[src/rtl/sigdel_decim.sv]
// Digital half of a first-order sigma-delta ADC.
// Synchronizes the comparator, drives the 1-bit feedback DAC and decimates the
// bitstream by counting ones over a window of 2**DECIM_LOG2 ena ticks.
// The result is held stable for a whole window and announced with a 1-clk strobe.
module sigdel_decim #(
    parameter int DECIM_LOG2  = 12,
    parameter int WIDTH       = 12,
    parameter int SYNC_STAGES = 2
) (
    input  logic             clk,
    input  logic             rst_n,
    input  logic             ena,
    input  logic             cmp_in,
    output logic             fb_out,
    output logic [WIDTH-1:0] data,
    output logic             data_vld
);

    localparam logic [DECIM_LOG2-1:0] WCNT_LAST = '1;
    localparam logic [DECIM_LOG2:0]   SAT_MAX   = {1'b0, {DECIM_LOG2{1'b1}}};

    // Synchronizer chain; stage 0 takes the raw comparator, later stages shift.
    logic [SYNC_STAGES-1:0] sync_reg;
    logic [SYNC_STAGES-1:0] sync_next;
    logic                   cmp_s;

    genvar gi;
    generate
        for (gi = 0; gi < SYNC_STAGES; gi++) begin : g_sync
            if (gi == 0) begin : g_first
                assign sync_next[gi] = cmp_in;
            end else begin : g_rest
                assign sync_next[gi] = sync_reg[gi-1];
            end
        end
    endgenerate

    assign cmp_s = sync_reg[SYNC_STAGES-1];

    // Synchronizer flops advance every clock, independent of ena.
    always_ff @(posedge clk) begin
        if (!rst_n) begin
            sync_reg <= '0;
        end else begin
            sync_reg <= sync_next;
        end
    end

    // Decimator state. acc has one extra bit so a full window of ones fits.
    logic [DECIM_LOG2:0]   acc_reg;
    logic [DECIM_LOG2-1:0] wcnt_reg;
    logic                  fb_reg;
    logic [WIDTH-1:0]      data_reg;
    logic                  data_vld_reg;

    // Count including the bit being sampled now; this is the window total
    // on the last tick, which is why the dump uses it instead of acc_reg.
    logic [DECIM_LOG2:0]   cnt_next;
    logic [DECIM_LOG2-1:0] sat;
    logic [WIDTH-1:0]      scaled;

    assign cnt_next = acc_reg + {{DECIM_LOG2{1'b0}}, cmp_s};
    // A full window of ones would be 2**DECIM_LOG2; clamp so it reads as
    // full scale instead of wrapping to zero.
    assign sat      = (cnt_next > SAT_MAX) ? SAT_MAX[DECIM_LOG2-1:0]
                                           : cnt_next[DECIM_LOG2-1:0];

    generate
        if (DECIM_LOG2 >= WIDTH) begin : g_scale_down
            assign scaled = sat[DECIM_LOG2-1 -: WIDTH];
        end else begin : g_scale_up
            assign scaled = {sat, {(WIDTH-DECIM_LOG2){1'b0}}};
        end
    endgenerate

    // Sample on ena; at window end dump the count and restart accumulation
    // in the same cycle so no tick is lost or double counted.
    always_ff @(posedge clk) begin
        if (!rst_n) begin
            acc_reg      <= '0;
            wcnt_reg     <= '0;
            fb_reg       <= 1'b0;
            data_reg     <= '0;
            data_vld_reg <= 1'b0;
        end else begin
            data_vld_reg <= 1'b0;
            if (ena) begin
                fb_reg   <= cmp_s;
                wcnt_reg <= wcnt_reg + 1'b1;
                if (wcnt_reg == WCNT_LAST) begin
                    acc_reg      <= '0;
                    data_reg     <= scaled;
                    data_vld_reg <= 1'b1;
                end else begin
                    acc_reg <= cnt_next;
                end
            end
        end
    end

    assign fb_out   = fb_reg;
    assign data     = data_reg;
    assign data_vld = data_vld_reg;

endmodule

[config.mk]
export PLATFORM = sky130hd
export DESIGN_NAME = sigdel_decim
export DESIGN_NICKNAME = d
export VERILOG_FILES = /design/src/rtl/sigdel_decim.sv
export SDC_FILE = /design/constraint.sdc
export NUM_CORES = 1
export LEC_CHECK = 0
export BUFFER_PORTS_ARGS = -buffer_cell sky130_fd_sc_hd__buf_2
export CAP_MARGIN = 20
export CORE_ASPECT_RATIO = 0.75
export CORE_MARGIN = 4
export CORE_UTILIZATION = 55
export CTS_BUF_LIST = sky130_fd_sc_hd__clkbuf_8
export DETAILED_ROUTE_END_ITERATION = 16
export PLACE_DENSITY_LB_ADDON = 0.12
export SLEW_MARGIN = 20
export SYNTH_ARGS = -nofsm -noshare
export SYNTH_HDL_FRONTEND = slang
export SYNTH_SLANG_ARGS = --single-unit
export TNS_END_PERCENT = 100
[constraint.sdc]
create_clock -name clk -period 2.9 [get_ports clk]
set_input_delay 0.58 -clock clk [delete_from_list [all_inputs] [get_ports clk]]
set_output_delay 0.58 -clock clk [all_outputs]
set_load 0.01 [all_outputs]
==> qor.txt, run 1 <==
status: finished clean
P_leak: 0.7838 nW
Seq cells post-synth: 41
Die W: 75.86 microns
initial antenna violation count: 0
Power Density: 473.5 nW/um^2
Clock Sinks: 41
gr usage total: 18.72%
CTS tree: done
DRC Markers: 0
TritonRoute pass-1 iters: 4
I/O pins: 18
via count: 1,591
skew final: 0.007112 ns
antenna-violating nets left: 0
max FFs per register: 13
drt initial violations: 147
Core Box Area: 3311 sq um
CP endpoint kind: register
number of library cell types mapped by synthesis: 43
setup bufs post-CTS: 0
maximum clock rate: 477.9 MHz
Rows: 18
Final Hold Fails: 0
Detailed Place HPWL: 2734 microns
total die area: 4467 sq um
share of synthesized registers carrying an async set or reset: 0%
Setup TNS Final: 0 ns
Skew-Pair Late Insertion Delay: 0.29 ns
Initial Util: 57.37%
placed cell count: 259
Antenna diodes: 0
pin count of the biggest net entering global routing: 22
H-tree levels: 2
overall power: 970.4 uW
area growth from synthesis to layout: 7.905%
vias in the first global route: 1,455
setup ws final: 0.8076 ns
Overflow after GRT: 0
Port Buffer Count: 17
Min Clock Period, post-route: 2.092 ns
Syn Nets: 220
ratio of final minimum period to clock period: 72.15%
die height: 58.89 microns
Max Root-Sink Buffers: 2
EDFF count, synth: 0
Post-Route WL: 3796 microns
vias per cell: 5.981
max_cap viols: 0
dpl ws: 0.5712 ns
Mapped Area: 1899 sq um
CP required: 3.05 ns
Yosys warning count: 0
CP max FO: 12
Final Slew Violations: 0
# nets final: 233
Avg Inst Size Synth: 8.917 sq um
sequential element share of the synthesized area: 43.21%
Crit Path Category: reg -> reg
CTS Root Cell: clkbuf_8
CTS buffer count: 5
CP Data Arrival Time: 2.24 ns
Hold Crit Class: reg -> reg
Slew @ Worst Pin: 0.4591 ns
share of cells above drive strength 1: 14.60%
commonest register cell after synthesis: dfxtp_1
wire per inst: 14.27 microns
VDD IR max: 0.0003037 V
Cell Count, Final, Fillers Out: 266
startpoint types: register
Clk pin slew, worst setup/hold paths: 0.07 ns
RePlAce Congestion: 0.8466
global-route wire length before repair: 6430 microns
Slew HR: 69.36%
Final setup viols: 0
RSZ-0062 raised after global routing: false
Mapped Cells: 213
Resize count post-CTS: 0
CTS Hold Bufs: 0
final cells by class:
| type | instances | area, sq um |
|---|---|---|
| Clock inverter | 1 | 3.754 |
| Sequential cell | 41 | 820.8 |
| Clock buffer | 6 | 82.58 |
| Inverter | 5 | 18.77 |
| Timing Repair Buffer | 20 | 107.6 |
| Tap cell | 40 | 50.05 |
| Multi-Input combinational cell | 153 | 965.9 |
| Fill cell | 280 | 1261 |
synth_stat cells (3+ instances only):
cell      number  area, sq um
o21ai_0       19        95.09
and2_1         4        25.02
xnor2_1        8        70.07
a311oi_1       3        26.28
nor2_1        16        60.06
nor4_1         3        18.77
buf_6          5        56.30
a31oi_1       10        62.56
inv_1          5        18.77
nand4_1        6        37.54
nand2b_1       4        25.02
a21oi_1       12        60.06
clkbuf_1       4        15.01
nand3_1       11        55.05
ha_1           3        37.54
xor2_1         8        70.07
nor3_1         4        20.02
dfxtp_1       41        820.8
nand2_1       13        48.80
per-stage QoR:
step	utilization, %	hold WS (ns)	instance area [sq um]
4_1_cts	61.90	0.4592	2049
3_5_place_dp	59.30	0.4398	1963
3_3_place_gp	59.30	0.4153	1963
6_report	61.90	0.4471	2049
5_1_grt	61.90	0.5090	2049
2_1_floorplan	-	0.4119	1899
cells by family (layout without fill, tap and decap cells):
kind of cell    after synthesis  in the layout  share of synthesized area, %
fa+ha+maj                     3              3                         1.976
compound gates               54             54                         17.19
mux                           2              2                         1.054
xor+xnor                     16             16                         7.378
buf+inv                      19             32                         5.928
simple gates                 78             78                         23.25
flops                        41             41                         43.21
cells in the final DEF, fill, tap and decap left out, drive strengths merged, types with 2 or more instances in the layout:
cell type and count:
or3 3, mux2i 2, nor4 4, nand3 11, ha 3, dfxtp 41
nand4 7, nor2b 2, and2 4, nor3b 3, buf 20, xnor2 8
o31a 3, o21a 2, and3 2, a21oi 12, a31oi 10, nor3 4
and4 2, nand2b 4, inv 6, xor2 8, nor2 16, o21ai 19
clkbuf 6, a311oi 3, nand2 13
power breakdown:
| part | leakage [nW] | switching, mW | total [mW] | internal, mW |
|---|---|---|---|---|
| clock | 0.0485 | 0.179 | 0.364 | 0.185 |
| sequential | 0.331 | 0.00355 | 0.572 | 0.568 |
| combinational | 0.404 | 0.0229 | 0.0350 | 0.0121 |
| total | 0.784 | 0.205 | 0.970 | 0.765 |
worst max-delay path: stages (launching register included):
cell	delay [ns]
dfxtp_1	0.36
ha_1	0.22
ha_1	0.30
nand3_1	0.21
nor4_2	0.32
xnor2_1	0.20
buf_4	0.24
a31oi_1	0.10
routing by layer:
metal | vias up | track usage [%] | wire, microns
met2 | 45 | 28.66 | 1745
met1 | 749 | 24.97 | 1756
met5 | - | 0 | 0
li1 | 790 | - | -
met3 | 7 | 4.778 | 246
met4 | 0 | 7.731 | 47
path summary, 6_finish.rpt:
kind                                    end  cells after the start  slack (ns)         from
worst max register to register      data[2]                      7        0.81  sync_reg[1]
worst min register to register  sync_reg[1]                      1        0.45  sync_reg[0]
worst min-delay path            sync_reg[1]                      1        0.45  sync_reg[0]
worst max-delay path                data[2]                      7        0.81  sync_reg[1]
Power figures use the tool's default switching activity.
==> run 2, diff against run 1 <==
==> constraint.sdc (replaced) <==
create_clock -name clk -period 1.9 [get_ports clk]
set_input_delay 0.38 -clock clk [delete_from_list [all_inputs] [get_ports clk]]
set_output_delay 0.38 -clock clk [all_outputs]
set_load 0.01 [all_outputs]
==> run 2 against run 1 <==
Sequential cell count unchanged. Largest cell class unchanged. Setup slack got worse by 0.66 ns. Hold slack got worse by 0.16 ns. Highest routed layer unchanged. Via count increased by 2.3%. Register-to-register slack got worse by 0.66 ns. First-iteration DRC count decreased by 25%. Largest power group unchanged.
==> qor.txt, run 2 (synthesized netlist as in run 1, its figures left out) <==
Final Hold Fails: 0 (unchanged)
I/O pins: 18 (unchanged)
setup ws final: 0.1446 ns (-0.6630 ns)
Fin Hold WS: 0.2887 ns (-0.1583 ns)
CTS tree: done
Slew HR: 69.56% (+0.20 points)
RSZ-0062 raised after global routing: false
P_leak: 0.8445 nW (+7.7%)
pin count of the biggest net entering global routing: 21 (-4.5%)
skew final: 0.006884 ns (-0.0002281 ns)
Min Clock Period, post-route: 1.755 ns (-0.3370 ns)
antenna-violating nets left: 0 (unchanged)
placed cell count: 268 (+3.5%)
Rows: 18 (unchanged)
Detailed Place HPWL: 2971 microns (+8.7%)
commonest non-fill, non-tap cells in the layout: 41 x dfxtp_1, 19 x o21ai_0, 17 x buf_2
CP Data Arrival Time: 1.94 ns (-0.30 ns)
Skew-Pair Late Insertion Delay: 0.30 ns (about the same)
Crit Path Category: reg -> reg
Core Box Area: 3311 sq um (unchanged)
total die area: 4467 sq um (unchanged)
Port Buffer Count: 17 (unchanged)
DRC Markers: 0 (unchanged)
Power Density: 769.6 nW/um^2 (+63%)
TritonRoute pass-1 iters: 4 (unchanged)
CP max FO: 4 (-8)
via count: 1,627 (+2.3%)
most common cell after layout, fill and taps aside: dfxtp_1
die height: 58.89 microns (unchanged)
wire per inst: 14.54 microns (+1.9%)
Clk pin slew, worst setup/hold paths: 0.08 ns (about the same)
Resize count post-CTS: 0 (unchanged)
Final setup viols: 0 (unchanged)
Hold Crit Class: in -> reg
VDD IR max: 0.0004420 V (+46%)
vias in the first global route: 1,507 (+3.6%)
share of cells above drive strength 1: 18.64% (+4.0 points)
Antenna diodes: 0 (unchanged)
CTS Root Cell: clkbuf_8
RePlAce Congestion: 0.8732 (+3.1%)
vias per cell: 5.895 (-1.4%)
Post-Route WL: 4014 microns (+5.7%)
area growth from synthesis to layout: 13.90%
CTS Hold Bufs: 0 (unchanged)
setup bufs post-CTS: 0 (unchanged)
Final Slew Violations: 0 (unchanged)
Setup TNS Final: 0 ns (unchanged)
maximum clock rate: 569.7 MHz (+19%)
CTS buffer count: 5 (unchanged)
gr usage total: 19.29% (+0.57 points)
Overflow after GRT: 0 (unchanged)
startpoint types: register
global-route wire length before repair: 6555 microns (+1.9%)
CP endpoint kind: register
ratio of final minimum period to clock period: 92.39% (+20 points)
Slew @ Worst Pin: 0.4566 ns (-0.002520 ns)
max_cap viols: 0 (unchanged)
Clock Sinks: 41 (unchanged)
H-tree levels: 2 (unchanged)
area of the multi-input gates: 965.9 sq um (unchanged)
FF+latch area: 820.8 sq um (unchanged)
Cell Count, Final, Fillers Out: 276 (+3.8%)
dpl ws: 0.1565 ns (-0.4147 ns)
# nets final: 242 (+3.9%)
Max Root-Sink Buffers: 2 (unchanged)
Fillers: 290 (+3.6%)
CP required: 2.09 ns (-0.96 ns)
Die W: 75.86 microns (unchanged)
status: finished clean
Initial Util: 57.37% (unchanged)
max FFs per register: 13 (unchanged)
initial antenna violation count: 0 (unchanged)
drt initial violations: 110 (-25%)
Post-Route Utilization: 65.34% (+3.4 points)
==> run 2: cell count changes in the layout (fill, tap and decap cells not counted), sizes merged <==
cell,before,now
bufinv,0,1
buf,20,29
inv,6,5
clkinvlp,0,1
==> run 2: worst max-delay path: stages (launching register included) <==
cell and delay (ns):
dfxtp_1 0.35, ha_1 0.22, ha_1 0.19, nand3_1 0.13
buf_4 0.18, o31a_2 0.32, o21ai_0 0.17, a21oi_1 0.08
==> run 2: path summary, 6_finish.rpt <==
| path | start | endpoint | slack [ns] | depth (start not counted) |
|---|---|---|---|---|
| min reg2reg | sync_reg[0] | sync_reg[1] | 0.45 | 1 |
| max reg2reg | sync_reg[1] | acc_reg[10] | 0.14 | 7 |
| min | cmp_in | sync_reg[0] | 0.29 | 2 |
| max | sync_reg[1] | acc_reg[10] | 0.14 | 7 |
==> run 2: metrics by stage <==
step | total power [mW] | area (sq um)
2_1_floorplan | 0.9316 | 1899
3_3_place_gp | 0.9471 | 2043
3_5_place_dp | 0.9499 | 2043
4_1_cts | 1.678 | 2163
5_1_grt | 1.723 | 2163
6_report | 1.665 | 2163
==> run 2: area by class of cell <==
type                            count  area share (%)
Inverter                            5          0.8676
Sequential cell                    41           37.94
Multi-Input combinational cell    153           44.65
Clock inverter                      2           1.735
Timing Repair Buffer               29           8.676
Tap cell                           40           2.313
Clock buffer                        6           3.817
==> run 2: routing by layer <==
layer | up-vias | part of all wire, % | wire length (microns) | GRT usage (%)
met5 | - | 0 | 0 | 0
met4 | 0 | 1.3 | 51 | 7.481
met2 | 37 | 49 | 1986 | 30.98
met1 | 784 | 45 | 1813 | 24.79
met3 | 7 | 4.1 | 163 | 4.778
li1 | 799 | - | - | -
==> run 2: report_power, final <==
| group | switching (mW) | internal [mW] | total, mW | leakage [nW] |
|---|---|---|---|---|
| Sequential | 0.00522 | 0.866 | 0.872 | 0.331 |
| Combinational | 0.0361 | 0.0220 | 0.0581 | 0.456 |
| Clock | 0.308 | 0.427 | 0.735 | 0.0574 |
==> run 3, diff against run 2 <==
--- a/config.mk
+++ b/config.mk
@@ -5,13 +5,12 @@
 export SDC_FILE = /design/constraint.sdc
 export NUM_CORES = 1
 export LEC_CHECK = 0
-export BUFFER_PORTS_ARGS = -buffer_cell sky130_fd_sc_hd__buf_2
-export CAP_MARGIN = 20
 export CORE_ASPECT_RATIO = 0.75
 export CORE_MARGIN = 4
 export CORE_UTILIZATION = 55
 export CTS_BUF_LIST = sky130_fd_sc_hd__clkbuf_8
 export DETAILED_ROUTE_END_ITERATION = 16
+export DONT_BUFFER_PORTS = 1
 export PLACE_DENSITY_LB_ADDON = 0.12
 export SLEW_MARGIN = 20
 export SYNTH_ARGS = -nofsm -noshare
==> run 3 against run 2 <==
Die area unchanged. Via count decreased by 3.9%. Cell area decreased by 6.5%. Clock-buffer cell count unchanged. Critical endpoint is now acc_reg[12]. Combinational power decreased by 33%. Sequential power about the same. Clock skew about the same. Routed wire length decreased by 4.0%. Hold slack got worse by 0.089 ns. Sequential share of layout area increased by 2.7 points. Non-clock buffer count decreased by 20.
==> qor.txt, run 3 (synthesized netlist as in run 1, its figures left out) <==
CTS tree: done
setup ws final: 0.1674 ns (+0.02282 ns)
# nets final: 222 (-8.3%)
FF+latch area: 820.8 sq um (unchanged)
Fin Hold WS: 0.1997 ns (-0.08902 ns)
Rows: 18 (unchanged)
R2R Path Start: sync_reg[1]
Power Density: 726.2 nW/um^2 (-5.6%)
Slew HR: 69.39% (-0.17 points)
Final Slew Violations: 0 (unchanged)
VDD IR max: 0.0005432 V (+23%)
R2R depth: 7 (unchanged)
total die area: 4467 sq um (unchanged)
commonest non-fill, non-tap cells in the layout: 41 x dfxtp_1, 19 x o21ai_0, 16 x nor2_1
max FFs per register: 13 (unchanged)
antenna-violating nets left: 0 (unchanged)
wire per inst: 15.11 microns (+3.9%)
Hold Crit Class: in -> reg
CP max FO: 13 (+9)
Max Root-Sink Buffers: 2 (unchanged)
skew final: 0.007330 ns (+0.0004465 ns)
max_cap viols: 0 (unchanged)
maximum clock rate: 577.2 MHz (+1.3%)
ratio of final minimum period to clock period: 91.19% (-1.2 points)
Crit Path Category: reg -> reg
drt initial violations: 121 (+10%)
I/O pins: 18 (unchanged)
DRC Markers: 0 (unchanged)
Min Clock Period, post-route: 1.733 ns (-0.02282 ns)
Port Buffer Count: 0 (-17)
Cell Chain, Critical Path: ha_1, ha_1, nand3_1, nor4_2, xnor2_1, buf_12, o21ai_0
die height: 58.89 microns (unchanged)
initial antenna violation count: 0 (unchanged)
Antenna diodes: 0 (unchanged)
Worst Hold Depth: 1 (-1)
Post-Route WL: 3853 microns (-4.0%)
vias per cell: 6.129 (+4.0%)
CTS Root Cell: clkbuf_8
CP endpoint kind: register
pin count of the biggest net entering global routing: 22 (+4.8%)
share of cells above drive strength 1: 10.23% (-8.4 points)
Clk pin slew, worst setup/hold paths: 0.07 ns (about the same)
overall power: 1.468 mW (-12%)
worst min-delay path startpoint: ena
FF-to-FF setup slack: 0.17 ns (+0.02 ns)
CP max-delay cell: dfxtp_1
CP Data Arrival Time: 1.90 ns (-0.04 ns)
dpl ws: 0.1122 ns (-0.04434 ns)
Setup TNS Final: 0 ns (unchanged)
Clock Sinks: 41 (unchanged)
global-route wire length before repair: 6548 microns (-0.11%)
status: finished clean
Slew @ Worst Pin: 0.4591 ns (+0.002552 ns)
RePlAce Congestion: 0.8271 (-5.3%)
Detailed Place HPWL: 2773 microns (-6.7%)
CTS buffer count: 5 (unchanged)
TritonRoute pass-1 iters: 4 (unchanged)
P_leak: 0.7330 nW (-13%)
Hold Crit Endpoint: acc_reg[5]
gr usage total: 19.27% (-0.022 points)
Die W: 75.86 microns (unchanged)
Overflow after GRT: 0 (unchanged)
CP peak stage delay: 0.34 ns (about the same)
H-tree levels: 2 (unchanged)
CP required: 2.06 ns (-0.03 ns)
Final setup viols: 0 (unchanged)
Initial Util: 57.37% (unchanged)
Skew-Pair Late Insertion Delay: 0.29 ns (about the same)
vias in the first global route: 1,457 (-3.3%)
Core Box Area: 3311 sq um (unchanged)
area of the multi-input gates: 965.9 sq um (unchanged)
Critical R2R Capture: acc_reg[12]
RSZ-0062 raised after global routing: false
startpoint types: register
most common cell after layout, fill and taps aside: dfxtp_1
area growth from synthesis to layout: 6.456%
Fillers: 293 (+1.0%)
Final Hold Fails: 0 (unchanged)
crit-path most repeated cell: ha_1
via count: 1,563 (-3.9%)
-- run 3: report_power, final --
part | switching, mW | internal, mW | total [mW]
clock network | 0.274 | 0.283 | 0.557
logic | 0.0221 | 0.0169 | 0.0390
registers | 0.00567 | 0.867 | 0.873
-- run 3: area by class of cell --
class | count | area share (%)
clock buffers | 6 | 4.084
well taps | 40 | 2.475
inverters | 5 | 0.9282
flip-flops and latches | 41 | 40.59
multi-input cells | 153 | 47.77
clock inverters | 1 | 0.1856
repair buffers | 9 | 3.960
-- run 3: stage by stage --
step	instance area (sq um)	std cells	util, %
final	2022	255	61.07
after floorplan	1899	213	-
after CTS	2022	255	61.07
after global placement	1936	248	58.47
after detailed placement	1936	248	58.47
after global routing	2022	255	61.07
-- run 3: worst max-delay path by stage --
stage	startpoint	end	slack (ns)	cells past startpoint
after CTS	sync_reg[1]	acc_reg[12]	0.10	7
after global routing	sync_reg[1]	acc_reg[12]	0.009	7
final	sync_reg[1]	acc_reg[12]	0.17	7
after floorplan	sync_reg[1]	data[11]	0.16	7
after global placement	sync_reg[1]	data[11]	0.21	7
after detailed placement	sync_reg[1]	acc_reg[12]	0.11	7
-- run 3: worst max-delay path, delay by kind of cell, from the launching register on --
| family | cells | cell delay (ns) |
|---|---|---|
| and+or+nand+nor | 2 | 0.39 |
| DFF | 1 | 0.34 |
| adders and majority gates | 2 | 0.41 |
| buffers and inverters | 1 | 0.17 |
| xor gates and xnor gates | 1 | 0.21 |
| AOI/OAI and AO/OA | 1 | 0.10 |
-- run 3: timing repair --
item	4_1_cts	5_1_grt
endpoints found under the setup margin	0	8
hold endpoints to repair	0	0
hold buffers	0	0
buffers inserted	0	0
gates resized for setup	0	0
-- run 3: routing by layer --
layer  share of wire [%]  vias up  track usage (%)  routed length (microns)
li1                    -      765                -                        -
met1                  48      755            25.48                     1833
met2                  46       35            28.90                     1776
met3                 5.1        8            5.461                      196
met4                 1.2        0            8.978                       47
met5                   0        -                0                        0
